**config.mk**
```make
export PLATFORM = sky130hd
export DESIGN_NAME = load_store_unit_flat
export DESIGN_NICKNAME = d
export VERILOG_FILES = /design/src/rtl/load_store_unit_pkg.sv /design/src/rtl/load_store_unit_if.sv /design/src/rtl/load_store_unit_addr_check.sv /design/src/rtl/load_store_unit.sv /design/src/flat_wrapper.sv
export SDC_FILE = /design/constraint.sdc
export NUM_CORES = 1
export LEC_CHECK = 0
export BUFFER_PORTS_ARGS = -buffer_cell sky130_fd_sc_hd__buf_2
export CAP_MARGIN = 25
export CORE_UTILIZATION = 56
export CTS_CLUSTER_DIAMETER = 50
export DETAILED_ROUTE_END_ITERATION = 6
export HOLD_SLACK_MARGIN = 0.15
export PLACE_DENSITY = 0.95
export SETUP_SLACK_MARGIN = 0.15
export SYNTH_ARGS = -nofsm -noshare
export SYNTH_HDL_FRONTEND = slang
export SYNTH_SLANG_ARGS = --single-unit
```
**constraint.sdc**
```tcl
create_clock -name clk -period 8.7 [get_ports clk]
set_input_delay 1.74 -clock clk [delete_from_list [all_inputs] [get_ports clk]]
set_output_delay 1.74 -clock clk [all_outputs]
set_load 0.01 [all_outputs]
```
**src/rtl/load_store_unit_pkg.sv**
```systemverilog
// Shared definitions for the load/store unit.
//  - funct3 access-mode codes (B/H/W/BU/HU)
//  - FSM state encoding (2-bit)
//  - funct3_size(): access size in bytes, 0 for an undefined mode
package load_store_unit_pkg;

  localparam logic [2:0] FUNCT3_B  = 3'b000;
  localparam logic [2:0] FUNCT3_H  = 3'b001;
  localparam logic [2:0] FUNCT3_W  = 3'b010;
  localparam logic [2:0] FUNCT3_BU = 3'b100;
  localparam logic [2:0] FUNCT3_HU = 3'b101;

  typedef enum logic [1:0] {
    ST_IDLE  = 2'd0,
    ST_ISSUE = 2'd1,
    ST_WAIT  = 2'd2,
    ST_RESP  = 2'd3
  } lsu_state_e;

  function automatic logic [2:0] funct3_size(input logic [2:0] funct3);
    case (funct3)
      FUNCT3_B, FUNCT3_BU: funct3_size = 3'd1;
      FUNCT3_H, FUNCT3_HU: funct3_size = 3'd2;
      FUNCT3_W:            funct3_size = 3'd4;
      default:             funct3_size = 3'd0;
    endcase
  endfunction

endpackage

```
**src/rtl/load_store_unit_if.sv**
```systemverilog
// Bundle of the load/store unit's handshake and memory buses.
//  req_*  : op offered by the execute stage (valid/ready)
//  mem_*  : byte-addressed big-endian data memory port
//  resp_* : completion returned to writeback (valid/ready)
// slave  = the load/store unit itself; master = its environment.
interface load_store_unit_if;
  logic        req_valid;
  logic        req_ready;
  logic        req_is_store;
  logic [2:0]  req_funct3;
  logic [31:0] req_base;
  logic [11:0] req_offset;
  logic [31:0] req_wdata;
  logic [4:0]  req_rd;

  logic [31:0] mem_address;
  logic [31:0] mem_write;
  logic        mem_is_read;
  logic        mem_is_write;
  logic [2:0]  mem_mode;
  logic [31:0] mem_read;

  logic        resp_valid;
  logic        resp_ready;
  logic [4:0]  resp_rd;
  logic [31:0] resp_data;
  logic        resp_err;

  modport slave (
    input  req_valid, req_is_store, req_funct3, req_base, req_offset, req_wdata, req_rd,
    input  mem_read, resp_ready,
    output req_ready,
    output mem_address, mem_write, mem_is_read, mem_is_write, mem_mode,
    output resp_valid, resp_rd, resp_data, resp_err
  );

  modport master (
    output req_valid, req_is_store, req_funct3, req_base, req_offset, req_wdata, req_rd,
    output mem_read, resp_ready,
    input  req_ready,
    input  mem_address, mem_write, mem_is_read, mem_is_write, mem_mode,
    input  resp_valid, resp_rd, resp_data, resp_err
  );
endinterface

```
**src/rtl/load_store_unit_addr_check.sv**
```systemverilog
// Address formation and legality check (purely combinational).
//  base_i     : rs1 value
//  offset_i   : signed 12-bit immediate
//  funct3_i   : access mode
//  is_store_i : 1 for stores
//  addr_o     : base + sext(offset), modulo 2^32
//  err_o      : undefined mode, store with an unsigned mode, or any byte past MEM_BYTES-1
module load_store_unit_addr_check
  import load_store_unit_pkg::*;
#(
  parameter int unsigned MEM_BYTES = 65536
) (
  input  logic               [31:0] base_i,
  input  logic signed        [11:0] offset_i,
  input  logic               [2:0]  funct3_i,
  input  logic                      is_store_i,
  output logic               [31:0] addr_o,
  output logic                      err_o
);

  localparam logic [32:0] MEM_LIMIT = 33'(MEM_BYTES);

  logic signed [31:0] offset_sext;
  logic        [2:0]  size;
  logic        [32:0] end_excl;

  assign offset_sext = 32'(offset_i);
  assign addr_o      = base_i + offset_sext;
  assign size        = funct3_size(funct3_i);
  // 33-bit end address so an access wrapping past 2^32 is still out of range.
  assign end_excl    = {1'b0, addr_o} + {30'b0, size};

  assign err_o = (size == 3'd0) || (is_store_i && funct3_i[2]) || (end_excl > MEM_LIMIT);

endmodule

```
**src/rtl/load_store_unit.sv**
```systemverilog
// Load/store unit: accepts one op from execute, drives the data memory for one
// ISSUE cycle, waits MEM_LATENCY cycles for load data, and holds the completion
// until writeback takes it. Illegal ops answer with resp_err and no memory access.
//  clk, rst_n : clock, synchronous active-low reset
//  bus        : req_* / mem_* / resp_* (see load_store_unit_if)
module load_store_unit
  import load_store_unit_pkg::*;
#(
  parameter int unsigned MEM_BYTES   = 65536,
  parameter int unsigned MEM_LATENCY = 1
) (
  input logic              clk,
  input logic              rst_n,
  load_store_unit_if.slave bus
);

  localparam logic [2:0] LAT = 3'(MEM_LATENCY);

  lsu_state_e  state_q, state_d;
  logic [2:0]  cnt_q, cnt_d;
  logic [31:0] addr_q, addr_d;
  logic [31:0] wdata_q, wdata_d;
  logic [2:0]  mode_q, mode_d;
  logic        store_q, store_d;
  logic [4:0]  rd_q, rd_d;
  logic        resp_err_q, resp_err_d;
  logic [4:0]  resp_rd_q, resp_rd_d;
  logic [31:0] resp_data_q, resp_data_d;

  logic [31:0] chk_addr;
  logic        chk_err;

  load_store_unit_addr_check #(
    .MEM_BYTES (MEM_BYTES)
  ) u_addr_check (
    .base_i     (bus.req_base),
    .offset_i   (bus.req_offset),
    .funct3_i   (bus.req_funct3),
    .is_store_i (bus.req_is_store),
    .addr_o     (chk_addr),
    .err_o      (chk_err)
  );

  always_comb begin
    state_d     = state_q;
    cnt_d       = cnt_q;
    addr_d      = addr_q;
    wdata_d     = wdata_q;
    mode_d      = mode_q;
    store_d     = store_q;
    rd_d        = rd_q;
    resp_err_d  = resp_err_q;
    resp_rd_d   = resp_rd_q;
    resp_data_d = resp_data_q;
    case (state_q)
      ST_IDLE: begin
        if (bus.req_valid) begin
          if (chk_err) begin
            // Memory-side registers keep their last values on a rejected op.
            resp_err_d  = 1'b1;
            resp_rd_d   = '0;
            resp_data_d = '0;
            state_d     = ST_RESP;
          end else begin
            addr_d  = chk_addr;
            wdata_d = bus.req_wdata;
            mode_d  = bus.req_funct3;
            store_d = bus.req_is_store;
            rd_d    = bus.req_rd;
            state_d = ST_ISSUE;
          end
        end
      end
      ST_ISSUE: begin
        if (store_q) begin
          resp_err_d  = 1'b0;
          resp_rd_d   = '0;
          resp_data_d = '0;
          state_d     = ST_RESP;
        end else begin
          cnt_d   = 3'd1;
          state_d = ST_WAIT;
        end
      end
      ST_WAIT: begin
        if (cnt_q == LAT) begin
          resp_err_d  = 1'b0;
          resp_rd_d   = rd_q;
          resp_data_d = bus.mem_read;
          state_d     = ST_RESP;
        end else begin
          cnt_d = cnt_q + 3'd1;
        end
      end
      ST_RESP: begin
        if (bus.resp_ready) state_d = ST_IDLE;
      end
      default: state_d = ST_IDLE;
    endcase
  end

  always_ff @(posedge clk) begin
    if (!rst_n) begin
      state_q     <= ST_IDLE;
      cnt_q       <= '0;
      addr_q      <= '0;
      wdata_q     <= '0;
      mode_q      <= '0;
      resp_err_q  <= 1'b0;
      resp_rd_q   <= '0;
      resp_data_q <= '0;
    end else begin
      state_q     <= state_d;
      cnt_q       <= cnt_d;
      addr_q      <= addr_d;
      wdata_q     <= wdata_d;
      mode_q      <= mode_d;
      resp_err_q  <= resp_err_d;
      resp_rd_q   <= resp_rd_d;
      resp_data_q <= resp_data_d;
    end
  end

  // Op attributes only matter once an op is in flight, so they carry no reset.
  always_ff @(posedge clk) begin
    store_q <= store_d;
    rd_q    <= rd_d;
  end

  assign bus.req_ready    = (state_q == ST_IDLE);
  assign bus.resp_valid   = (state_q == ST_RESP);
  assign bus.resp_err     = resp_err_q;
  assign bus.resp_rd      = resp_rd_q;
  assign bus.resp_data    = resp_data_q;
  assign bus.mem_address  = addr_q;
  assign bus.mem_write    = wdata_q;
  assign bus.mem_mode     = mode_q;
  // Gated by rst_n so a reset landing on ISSUE cannot commit a write.
  assign bus.mem_is_read  = rst_n && (state_q == ST_ISSUE) && !store_q;
  assign bus.mem_is_write = rst_n && (state_q == ST_ISSUE) && store_q;

endmodule

```
**src/flat_wrapper.sv**
```systemverilog
// flat-port wrapper written by rule: the top's interface ports become plain ports
module load_store_unit_flat import load_store_unit_pkg::*;
#(
  parameter int unsigned MEM_BYTES   = 65536,
  parameter int unsigned MEM_LATENCY = 1
)
  (clk, rst_n, bus_req_valid, bus_req_is_store, bus_req_funct3, bus_req_base, bus_req_offset, bus_req_wdata, bus_req_rd, bus_mem_read, bus_resp_ready, bus_req_ready, bus_mem_address, bus_mem_write, bus_mem_is_read, bus_mem_is_write, bus_mem_mode, bus_resp_valid, bus_resp_rd, bus_resp_data, bus_resp_err);
  load_store_unit_if bus_i ();
  input logic clk;
  input logic rst_n;
  input wire logic [$bits(bus_i.req_valid)-1:0] bus_req_valid;
  input wire logic [$bits(bus_i.req_is_store)-1:0] bus_req_is_store;
  input wire logic [$bits(bus_i.req_funct3)-1:0] bus_req_funct3;
  input wire logic [$bits(bus_i.req_base)-1:0] bus_req_base;
  input wire logic [$bits(bus_i.req_offset)-1:0] bus_req_offset;
  input wire logic [$bits(bus_i.req_wdata)-1:0] bus_req_wdata;
  input wire logic [$bits(bus_i.req_rd)-1:0] bus_req_rd;
  input wire logic [$bits(bus_i.mem_read)-1:0] bus_mem_read;
  input wire logic [$bits(bus_i.resp_ready)-1:0] bus_resp_ready;
  output wire logic [$bits(bus_i.req_ready)-1:0] bus_req_ready;
  output wire logic [$bits(bus_i.mem_address)-1:0] bus_mem_address;
  output wire logic [$bits(bus_i.mem_write)-1:0] bus_mem_write;
  output wire logic [$bits(bus_i.mem_is_read)-1:0] bus_mem_is_read;
  output wire logic [$bits(bus_i.mem_is_write)-1:0] bus_mem_is_write;
  output wire logic [$bits(bus_i.mem_mode)-1:0] bus_mem_mode;
  output wire logic [$bits(bus_i.resp_valid)-1:0] bus_resp_valid;
  output wire logic [$bits(bus_i.resp_rd)-1:0] bus_resp_rd;
  output wire logic [$bits(bus_i.resp_data)-1:0] bus_resp_data;
  output wire logic [$bits(bus_i.resp_err)-1:0] bus_resp_err;
  assign bus_i.req_valid = bus_req_valid;
  assign bus_i.req_is_store = bus_req_is_store;
  assign bus_i.req_funct3 = bus_req_funct3;
  assign bus_i.req_base = bus_req_base;
  assign bus_i.req_offset = bus_req_offset;
  assign bus_i.req_wdata = bus_req_wdata;
  assign bus_i.req_rd = bus_req_rd;
  assign bus_i.mem_read = bus_mem_read;
  assign bus_i.resp_ready = bus_resp_ready;
  assign bus_req_ready = bus_i.req_ready;
  assign bus_mem_address = bus_i.mem_address;
  assign bus_mem_write = bus_i.mem_write;
  assign bus_mem_is_read = bus_i.mem_is_read;
  assign bus_mem_is_write = bus_i.mem_is_write;
  assign bus_mem_mode = bus_i.mem_mode;
  assign bus_resp_valid = bus_i.resp_valid;
  assign bus_resp_rd = bus_i.resp_rd;
  assign bus_resp_data = bus_i.resp_data;
  assign bus_resp_err = bus_i.resp_err;
  load_store_unit #(.MEM_BYTES(MEM_BYTES), .MEM_LATENCY(MEM_LATENCY)) u_core (.clk(clk), .rst_n(rst_n), .bus(bus_i));
endmodule
```
# [After elaboration in Yosys (flattened, before gate mapping)]
# Index checks and enable logic that the tools add are counted.
[word_totals] ff_bits=116 inputBits=121 output_inout_bits=109 elab_cells=73
[op_classes] addsub=3 order_cmp=1 n_eq_ne=15 mux=25 n_bitwise=1 reduce_logical=18
[ops] operator="$mux 32" count=4
[ops] operator="$pmux 32 s3" count=1
[ops] operator="$add 32x3->33" count=1
[ops] operator="$gt 33x17->1 const B" count=1
[ops] operator="$add 32x32->32" count=1
[ops] operator="$mux 5" count=4
[ops] operator="$pmux 5 s3" count=1
[ops] operator="$pmux 3 s3" count=1
[ops] operator="$reduce_and 3->1" count=3
[ops] operator="$mux 2" count=4
[ops] operator="$ne 2x2->1 const B" count=4
[ops] operator="$pmux 2 s4" count=1
[ops] operator="$eq 3x1->1 const B" count=2
[ops] operator="$eq 3x3->1 const B" count=2
[ops] operator="$logic_not 3->1" count=2
[ops] operator="$mux 3" count=2
[ops] operator="$ne 2x1->1 const B" count=3
[ops] operator="$pmux 3 s2" count=1
[ops] operator="$mux 1" count=5
[ops] operator="$reduce_and 5->1" count=1
[ops] operator="$eq 2x2->1 const B" count=2
[ops] operator="$logic_and 1x1->1" count=4
[ops] operator="$reduce_or 2->1" count=2
[ops] operator="$add 3x1->3 const B" count=1
[ops] operator="other kinds (9)" count=10

# [Logic depth before layout (Yosys ltp)]
[depth] ltp_word=9 mapped_depth=19 depth_no_buf=16

# [Hierarchy]
# A second synthesis with hierarchy kept.
[unflattened] cells_unflattened=936 area_unflattened_um2=7310.8
[modules_own_cells] module="load_store_unit" instances=1 cells_each=514 area_per_inst_um2=4445.5 seq_area_each_um2=2382.3
[modules_own_cells] module="load_store_unit_addr_check" instances=1 cells_each=422 area_per_inst_um2=2865.2 seq_area_each_um2=0.0

# [Least setup slack after synthesis]
# OpenSTA, ideal clock, no wires.
[synth_path] kind="input -> register" startpoint="in bus_req_offset[0]" endpoint="reg u_core.resp_data_q[10] (netlist: u_core.bus.resp_data[10])" arrival_ns=5.944 slack_ns=2.639 cell_stages=18 path_cell_list="ha_1 inv_1 fa_1 nand2b_1 a21o_1 a211oi_2 o21ai_0 xor2_1 nor4_2 and4_1 a31oi_1 or4_1 or4b_1 buf_2 and4_4 buf_6 buf_8 a22o_1"
[synth_between] elab_chain_len=6
[synth_rtl] item="start, declared" line_no="flat_wrapper.sv:15" rtl="input wire logic [$bits(bus_i.req_offset)-1:0] bus_req_offset;"
[synth_rtl] item="$add 32x32->32" line_no="load_store_unit_addr_check.sv:28" rtl="assign addr_o = base_i + offset_sext;"
[synth_rtl] item="$add 32x3->33" line_no="load_store_unit_addr_check.sv:31" rtl="assign end_excl = {1'b0, addr_o} + {30'b0, size};"
[synth_rtl] item="$gt 33x17->1" line_no="load_store_unit_addr_check.sv:33" rtl="assign err_o = (size == 3'd0) || (is_store_i && funct3_i[2]) || (end_excl > MEM_LIMIT);"
[synth_rtl] item="$logic_or 1x1->1" line_no="load_store_unit_addr_check.sv:33"
[synth_rtl] item="$ne 2x1->1 (no line)"
[synth_rtl] item="$reduce_and 5->1 (no line)"
[synth_rtl] item="end signal, assigned" line_no="load_store_unit.sv:120" rtl="resp_data_q <= resp_data_d;"
[synth_rtl] item="end, declared" line_no="load_store_unit.sv:28" rtl="logic [31:0] resp_data_q, resp_data_d;"
# Every way passes these cells.
# A chain may end at the register's enable or synchronous reset.

# [Worst setup path in the final report]
[layout_path] startpoint="in bus_req_offset[11]" endpoint="reg u_core.resp_data_q[19] (netlist: u_core.bus.resp_data[19])"
# Same word-level chain as after synthesis.

==> results.py <==
metrics = {
    "status": {
        "status": "finished clean",
    },
    "yosys": {
        "syn_area_mm2": 0.00709,
        "syn_nets": 942,
        "ys.warnings.count": 0,
        "synth_cells": 779,
        "synth_common_cells": "110 x dfxtp_1, 80 x nor2_1, 54 x mux2i_1, 42 x nand2_1, 41 x a21oi_1",
        "seq_area_frac_synth_pct": 33.6,
        "synth_area_leader_cell": "dfxtp_1",
        "synth_seq_cells": 116,
        "syn-mean-instance-area_um2": 9.10,
        "synth_area_leaders": "dfxtp_1 31%, mux2i_1 7.6%, ha_1 7.1%, a22o_1 4.7%, nor2_1 4.2%",
        "synth_edf_count": 6,
        "yosysUniqueCellTypes": 87,
        "yosysMostFrequentCell": "dfxtp_1",
        "ys.flop_type": "dfxtp_1",
        "synth_top_area_share_pct": 31.1,
        "synthArstFlopShare_pct": 0,
    },
    "route": {
        "vias": 7026,
        "dr.pass1.iters": 5,
        "drcViolationCount": 0,
        "vias_per_cell": 5.99,
        "drtAntennaViolNets": 0,
        "drt_iter0_drc": 653,
        "detail_route.wl_per_cell_um": 17.4,
        "routed_wl_um": 20400,
    },
    "clocking": {
        "cts_hold_buf": 0,
        "post_cts_buffers": 0,
        "clk_latency_ns": 0.41,
        "cts_tree": "done",
        "ctsResizeCount": 0,
        "numCtsBuffers": 17,
        "cts_htree_levels": 4,
        "cts_sinks": 116,
        "clk_pin_slew_ns": 0.05,
        "cts_root_buf": "clkbuf_16",
        "cts.path.max_buffers": 2,
    },
    "worst_setup_path": {
        "cp-end-kind": "register",
        "crit_arrival_ns": 6.99,
        "critPathMaxFanout": 37,
        "worst-endpoint-required_ns": 9.04,
        "cp-start-kind": "primary input",
        "path_class": "primary input to register",
        "max_stage_delay_ns": 0.79,
        "rrSetupSlack_ns": 5.12,
        "cp_cell_sequence": "buf_2, ha_1, a21oi_1, o21a_1, mux2_2, a31oi_1, nand4_2, nor4_4, and4_1, a31oi_1, or4_1, or4b_1, a21oi_4, a22o_1",
        "crit_path_top_delay_cell": "a21oi_4",
        "critPathBufInv": 1,
        "crit_family": "simple AND/OR/NAND/NOR gates",
        "cp_common_cell": "a31oi_1",
    },
    "place": {
        "place_congestion": 0.914,
        "placed_cells": 1141,
        "place_area_mm2": 0.00825,
        "port_buffers": 229,
        "hpwl_um": 14900,
    },
    "floorplanning": {
        "fp.dieW_um": 114,
        "die_h_um": 114,
        "rows": 40,
        "io_pins": 230,
        "coreArea_mm2": 0.0122,
        "start_util_pct": 58.3,
        "dieArea_mm2": 0.0131,
    },
    "timing": {
        "drv_slew": 0,
        "setup_tns_ns": 0,
        "fin_crit_sh_pct": 76.4,
        "tightest_slew_ns": 0.922,
        "setup_violations": 0,
        "slew_headroom_pct": 38.4,
        "fmax_mhz": 150,
        "hold_violations": 0,
        "fin_skew_ns": 0.00693,
        "min_period_ns": 6.65,
        "rsz0062_at_grt": "false",
    },
    "pwr": {
        "pwr-share-seq_pct": 32.6,
        "p_clk_share_pct": 37.9,
        "power_switching_mw": 0.593,
        "p_sw_share_pct": 32.6,
        "power_frac_comb_pct": 29.5,
        "powerDensity_mw_per_mm2": 206,
        "ir_drop_mv": 0.143,
        "leakage_nw": 3.93,
        "intPower_mw": 1.23,
    },
    "cells_and_area": {
        "area_growth_pct": 24.7,
        "fin_cells": 1173,
        "layout-drive-gt1-share_pct": 29.8,
        "fin_nets": 1155,
        "fin_area_mm2": 0.00883,
    },
    "global_route": {
        "grt_pass1_vias": 6458,
        "gr-usage-all-layers_pct": 30.5,
        "grt-ovfl-total": 0,
        "grt_max_degree": 57,
        "grt_antenna_before_repair": 1,
        "grt_pass1_wl_um": 31700,
    },
    "hold_path": {
        "hp-class": "register to register",
    },
    "run": {
        "cap_violations": 0,
    },
}
## path summary, 6_finish.rpt
check	cells past startpoint	endpoint	startpoint
setup / recovery	14	u_core.bus.resp_data[19]	bus_req_offset[11]
hold / removal	1	u_core.bus.mem_address[28]	u_core.bus.mem_address[28]
setup reg to reg	9	u_core.bus.resp_data[19]	u_core.state_q[0]
hold reg to reg	1	u_core.bus.mem_address[28]	u_core.bus.mem_address[28]
## per-layer routing
layer	track usage, %	wire length, um	up-vias
li1	-	-	3356
met1	35.1	8150	3272
met3	5.40	1330	70
met5	0	0	-
met4	16.9	879	0
met2	53.6	10000	328
## sequential cells by signal, summed over array words and instances, names as in the netlist
signal / flops
u_core.bus.mem_address: 32
u_core.bus.mem_write: 32
u_core.bus.resp_data: 32
u_core.bus.resp_rd: 5
u_core.rd_q: 5
u_core.bus.mem_mode: 3
u_core.cnt_q: 3
u_core.state_q: 2
u_core.bus.resp_err: 1
u_core.store_q: 1
## cells in the final DEF, fill, tap and decap left out, drive strengths merged, types with 4 or more instances in the layout
master / count
buf: 232
dfxtp: 110
nor2: 81
mux2i: 54
a21oi: 45
nand2: 42
ha: 40
a22o: 38
o21ai: 31
and2: 27
nand3: 21
inv: 21
xnor2: 20
clkbuf: 17
a31oi: 16
nor3: 15
nand4: 15
and3: 13
and4: 12
o211ai: 12
a21o: 11
xor2: 9
nor4: 9
clkinv: 9
a211oi: 7
o21a: 6
or3: 6
edfxtp: 6
nand2b: 5
o21bai: 5
o31ai: 5
nor2b: 5
or4: 5
a311oi: 4
## metrics by stage
stage	power (mW)	setup WS, ns	hold WS (ns)	util (%)
4_1_cts	1.81	2.16	0.460	72.6
3_3_place_gp	1.11	1.90	0.437	67.8
6_report	1.82	2.05	0.452	72.6
3_5_place_dp	1.12	1.74	0.438	67.8
5_1_grt	1.90	1.73	0.475	72.6
2_1_floorplan	0.990	2.64	0.442	-
## layout make-up
cell class / count / area [um2]
multi-input combinational: 606 / 4410
sequential: 116 / 2380
timing repair buffer: 232 / 1170
clock buffer: 17 / 425
tap: 168 / 210
antenna: 1 / 2.50
fill: 890 / 3330
clock inverter: 14 / 161
inverter: 19 / 71.3
## power groups by stage
stage          clock [mW]  sequential [mW]  combinational [mW]
3_5_place_dp            0            0.601               0.523
2_1_floorplan           0            0.610               0.380
6_report            0.689            0.593               0.537
4_1_cts             0.691            0.592               0.528
3_3_place_gp            0            0.600               0.508
5_1_grt             0.717            0.595               0.586
## logic make-up (layout without fill, tap and decap cells)
group,after synthesis,in the layout,synth area share (%)
AOI/OAI and AO/OA,214,214,22.4
xor gates and xnor gates,29,29,3.69
adders and majority gates,42,42,7.63
buffers and inverters,57,282,4.20
DFF,116,116,33.6
muxes,57,57,8.10
other,0,1,0
and+or+nand+nor,264,264,20.3
No activity file was read; power rests on OpenSTA's default activity.
